===== config.mk =====
export PLATFORM = sky130hd
export DESIGN_NAME = led_pattern_ctrl
export DESIGN_NICKNAME = d
export VERILOG_FILES = /design/src/rtl/led_pattern_ctrl.sv
export SDC_FILE = /design/constraint.sdc
export NUM_CORES = 1
export LEC_CHECK = 0
export ABC_AREA = 1
export CELL_PAD_IN_SITES_DETAIL_PLACEMENT = 2
export CELL_PAD_IN_SITES_GLOBAL_PLACEMENT = 2
export CORE_MARGIN = 2
export CORE_UTILIZATION = 38
export CTS_CLUSTER_DIAMETER = 150
export DETAILED_ROUTE_END_ITERATION = 12
export PLACE_DENSITY = 0.87
export SLEW_MARGIN = 10
export SYNTH_ARGS = -nofsm -noshare
export SYNTH_HDL_FRONTEND = slang
export SYNTH_SLANG_ARGS = --single-unit

===== constraint.sdc =====
create_clock -name clk -period 4.7 [get_ports clk]
set_input_delay 0.705 -clock clk [delete_from_list [all_inputs] [get_ports clk]]
set_output_delay 0.705 -clock clk [all_outputs]
set_load 0.01 [all_outputs]

===== src/rtl/led_pattern_ctrl.sv =====
`default_nettype none
// ============================================================================
// led_pattern_ctrl : prescaled multi-LED pattern generator (off/count/chase/breathe)
// Rev 1.0
// ============================================================================
module led_pattern_ctrl #(
  parameter int NUM_LEDS = 3,
  parameter int PRE_W    = 24,
  parameter int PWM_W    = 6
) (
  input  logic                clk,
  input  logic                rstn,
  input  logic                en,
  input  logic [1:0]          mode,
  input  logic [3:0]          speed,
  output logic [NUM_LEDS-1:0] led,
  output logic                step
);

  typedef enum logic [1:0] {
    MODE_OFF     = 2'b00,
    MODE_COUNT   = 2'b01,
    MODE_CHASE   = 2'b10,
    MODE_BREATHE = 2'b11
  } mode_e;

  localparam logic                DIR_UP   = 1'b0;
  localparam logic                DIR_DN   = 1'b1;
  localparam logic [NUM_LEDS-1:0] POS_RST  = NUM_LEDS'(1);
  localparam logic [PWM_W-1:0]    DUTY_MAX = '1;

  logic [PRE_W-1:0]    pre_q, pre_d, pre_mask;
  logic [PWM_W-1:0]    pwm_q, pwm_d;
  logic [PWM_W-1:0]    duty_q, duty_d;
  logic [NUM_LEDS-1:0] cnt_q, cnt_d;
  logic [NUM_LEDS-1:0] pos_q, pos_d;
  logic [NUM_LEDS-1:0] led_q, led_d, disp;
  logic                cdir_q, cdir_d;
  logic                bdir_q, bdir_d;
  logic                step_q, step_d;
  logic                tick;
  mode_e               mode_q, mode_d;
  int                  spd;

  assign led  = led_q;
  assign step = step_q;

  // Tick when the low (PRE_W - s) prescaler bits are all ones, giving a
  // period of 2^(PRE_W - s) without restarting on a speed change.
  always_comb begin
    spd = int'(speed);
    if (spd > PRE_W - 1) spd = PRE_W - 1;
    pre_mask = {PRE_W{1'b1}} >> spd;
    tick     = en && ((pre_q & pre_mask) == pre_mask);
  end

  always_comb begin
    disp = '0;
    case (mode_q)
      MODE_COUNT:   disp = cnt_q;
      MODE_CHASE:   disp = pos_q;
      MODE_BREATHE: disp = {NUM_LEDS{pwm_q < duty_q}};
      default:      disp = '0;
    endcase
    led_d = en ? disp : '0;
  end

  always_comb begin
    pre_d  = pre_q;
    pwm_d  = pwm_q;
    cnt_d  = cnt_q;
    pos_d  = pos_q;
    cdir_d = cdir_q;
    duty_d = duty_q;
    bdir_d = bdir_q;
    mode_d = mode_q;
    step_d = 1'b0;

    // A mode change restarts everything and wins over a coincident tick.
    if (mode != mode_q) begin
      pre_d  = '0;
      pwm_d  = '0;
      cnt_d  = '0;
      pos_d  = POS_RST;
      cdir_d = DIR_UP;
      duty_d = '0;
      bdir_d = DIR_UP;
      mode_d = mode_e'(mode);
    end else if (en) begin
      pre_d  = pre_q + PRE_W'(1);
      pwm_d  = pwm_q + PWM_W'(1);
      step_d = tick;
      if (tick) begin
        case (mode_q)
          MODE_COUNT: cnt_d = cnt_q + NUM_LEDS'(1);
          MODE_CHASE: begin
            if (cdir_q == DIR_UP) begin
              pos_d = pos_q << 1;
              if (pos_q[NUM_LEDS-2]) cdir_d = DIR_DN;
            end else begin
              pos_d = pos_q >> 1;
              if (pos_q[1]) cdir_d = DIR_UP;
            end
          end
          MODE_BREATHE: begin
            if (bdir_q == DIR_UP) begin
              duty_d = duty_q + PWM_W'(1);
              if (duty_d == DUTY_MAX) bdir_d = DIR_DN;
            end else begin
              duty_d = duty_q - PWM_W'(1);
              if (duty_d == '0) bdir_d = DIR_UP;
            end
          end
          default: ;
        endcase
      end
    end
  end

  always_ff @(posedge clk or negedge rstn) begin
    if (!rstn) begin
      pre_q  <= '0;
      pwm_q  <= '0;
      cnt_q  <= '0;
      pos_q  <= POS_RST;
      cdir_q <= DIR_UP;
      duty_q <= '0;
      bdir_q <= DIR_UP;
      mode_q <= MODE_OFF;
      led_q  <= '0;
      step_q <= 1'b0;
    end else begin
      pre_q  <= pre_d;
      pwm_q  <= pwm_d;
      cnt_q  <= cnt_d;
      pos_q  <= pos_d;
      cdir_q <= cdir_d;
      duty_q <= duty_d;
      bdir_q <= bdir_d;
      mode_q <= mode_d;
      led_q  <= led_d;
      step_q <= step_d;
    end
  end

endmodule
`default_nettype wire


==> results.json <==
{
  "wl_met2_mm": 5.36,
  "fmax_mhz": 363,
  "yosysSeqAreaShare": 0.377,
  "grt_pass1_vias": 3526,
  "drc": 0,
  "hold_ws_ns": 0.500,
  "place_ws_ns": 1.69,
  "drtAntennaViolNets": 0,
  "root_buffer": "clkbuf_8",
  "critPathRequiredTime_ns": 4.93,
  "synthSimpleGateAreaFrac": 0.370,
  "cts_tree": "done",
  "synth_adder_area_share": 0.0528,
  "fin_area_um2": 3640,
  "yosys_warnings": 0,
  "synth_xor_area_frac": 0.0185,
  "antenna_found_initial": 0,
  "postPlaceCellArea_um2": 3530,
  "ys.flop_type": "dfrtp_1",
  "post-cts-setup-buffers": 0,
  "syn-num-nets": 489,
  "final_nets": 498,
  "coreArea_um2": 8590,
  "synth.distinct_cells": 41,
  "multi_input_area_um2": 1810,
  "die_w_um": 97.5,
  "setup_viol": 0,
  "start_kind": "input pin",
  "via_per_inst": 5.52,
  "die-height_um": 97.5,
  "rsz0062_at_grt": "no",
  "critical_path.slowest_cell": "inv_2",
  "fin_setup_tns_ns": 0,
  "crit_type": "input pin to register",
  "muxShareOfSynthArea": 0,
  "period_share": 0.587,
  "ios": 13,
  "grt_remaining_overflow": 0,
  "port_buffers": 12,
  "clk_path_buf_depth": 2,
  "synth_top_family_by_area": "simple AND/OR/NAND/NOR gates",
  "synth_area_um2": 3320,
  "drt_iter0_markers": 117,
  "powerDensity_nw_per_um2": 230,
  "cap_viol_max_count": 0,
  "dr.pass1.iters": 4,
  "initial_core_util": 0.386,
  "wl_met1_mm": 4.72,
  "fp-row-count": 34,
  "worst_path_most_repeated_cell": "nand2_1",
  "total_power_mw": 0.838,
  "worstMarginPinSlew_ns": 0.658,
  "wl_met3_um": 294,
  "setup_ws_ns": 1.94,
  "htree_levels": 2,
  "peakVddDrop_mv": 0.136,
  "drive_gt1_frac": 0.0714,
  "crit_buf_inv": 2,
  "synth_edf_count": 0,
  "highest_layer": "met4",
  "timing.final.hold_violations": 0,
  "crit_fanout": 31,
  "path_clk_slew_ns": 0.10,
  "syn_inst": 466,
  "crit_family": "simple AND/OR/NAND/NOR gates",
  "syn_avg_cell_area_um2": 7.13,
  "fin_skew_ns": 0.00964,
  "grt_pass1_wl_mm": 18.1,
  "finalCriticalPeriod_ns": 2.76,
  "wire_per_inst_um": 17.9,
  "cpPeakStageDelay_ns": 0.54,
  "grt_usage": 0.235,
  "ys_ff_latch": 50,
  "worstPathArrival_ns": 2.99,
  "grt_max_degree": 51,
  "place_hpwl_mm": 8.02,
  "async_flop_share": 1.00,
  "antennaDiodeCount": 0,
  "clkSinkCount": 50,
  "synth_compound_area_frac": 0.105,
  "endpoint_kind": "register",
  "vias": 3226,
  "n_fill_cell": 1040,
  "cts.repair.resized": 0,
  "drt-total-wl_mm": 10.5,
  "clock_latency_ns": 0.31,
  "leakagePower_nw": 1.69,
  "design.die.area_um2": 9500,
  "register_area_um2": 1250,
  "slew_headroom": 0.562,
  "hold_buffers": 0,
  "path_cells": "clkdlybuf4s50_1 > xnor2_1 > nand2_1 > inv_2 > nand2_1 > nand2_1 > nor2_1 > nand2_1 > nand2_1 > nor2_1",
  "slew_viol_final": 0,
  "cts_buffers": 5,
  "hp-class": "input pin to async pin",
  "gp_congestion": 0.841,
  "status": "finished clean",
  "areaGrowthSynthToFinish_pct": 9.61
}
area by class of cell:
class                      instances  area share
multi-input combinational        352       0.498
sequential                        50       0.344
inverter                          52      0.0543
tap                              108      0.0371
timing repair buffer              14      0.0358
clock buffer                       6      0.0199
clock inverter                     2      0.0107
flip-flops by register name, indices dropped and copies added, names as in the netlist:
signal,flops
led,3
duty_q,6
step,1
pwm_q,6
pos_q,3
pre_q,24
mode_q,2
cnt_q,3
bdir_q,1
cdir_q,1
per-stage QoR:
stage	utilization	std cells
after global placement	0.411	576
final	0.424	584
after global routing	0.424	584
after CTS	0.424	584
after floorplan	-	466
after detailed placement	0.411	576
synthesized netlist by cell type (2+ instances only):
master / instances / area, um2
nand3_1: 43 / 215
nand4_1: 23 / 144
nand2_2: 7 / 43.8
nand3b_1: 2 / 15.0
dfrtp_1: 49 / 1230
buf_2: 4 / 20.0
inv_2: 2 / 7.51
a21oi_1: 22 / 110
xnor2_1: 3 / 26.3
nor2_4: 3 / 33.8
ha_1: 14 / 175
nor2_1: 45 / 169
inv_1: 48 / 180
a31oi_1: 3 / 18.8
nand3_2: 2 / 20.0
xor2_1: 4 / 35.0
nand2_1: 129 / 484
nor3_1: 12 / 60.1
o21ai_0: 23 / 115
clkbuf_1: 6 / 22.5
nor2_2: 2 / 12.5
report_power, final:
part | total (mW) | switching (mW) | internal, mW
combinational | 0.0872 | 0.0633 | 0.0239
clock | 0.311 | 0.151 | 0.160
sequential | 0.440 | 0.00388 | 0.436
worst paths after layout:
check                       endpoint      start  cells after the start  slack, ns
max reg2reg                pre_q[22]  mode_q[1]                      9       2.38
max in group asynchronous  pre_q[11]       rstn                      2       3.76
min reg2reg                 pos_q[0]   pos_q[0]                      2       0.52
min in group clk            pos_q[0]   pos_q[0]                      2       0.52
min                         pwm_q[4]       rstn                      2       0.50
max                        pre_q[22]    mode[1]                     10       1.94
logic make-up (layout without fill, tap and decap cells):
| logic type | after synthesis | count (layout) |
|---|---|---|
| buffers and inverters | 64 | 74 |
| xor gates and xnor gates | 7 | 7 |
| DFF | 50 | 50 |
| and+or+nand+nor | 272 | 272 |
| AOI/OAI and AO/OA | 59 | 59 |
| adders and majority gates | 14 | 14 |
per-layer routing:
metal / up-vias / global-route usage
met2: 32 / 0.411
li1: 1553 / -
met3: 8 / 0.0353
met5: - / 0
met4: 0 / 0.0427
met1: 1633 / 0.313
cells in the final DEF (no fill, tap or decap), drive strengths merged, types with 2 or more instances in the layout:
cell | synthesis | routed
buf | 6 | 3
a21oi | 23 | 23
inv | 51 | 51
ha | 14 | 14
xor2 | 4 | 4
nand2 | 136 | 136
nand3b | 2 | 2
nand4 | 23 | 23
dfrtp | 49 | 49
xnor2 | 3 | 3
nor2 | 50 | 50
clkdlybuf4s50 | 0 | 11
a31oi | 3 | 3
clkbuf | 6 | 6
o21ai | 24 | 24
nand3 | 45 | 45
clkinv | 1 | 2
nor3 | 13 | 13
No activity file was read; power rests on OpenSTA's default activity.
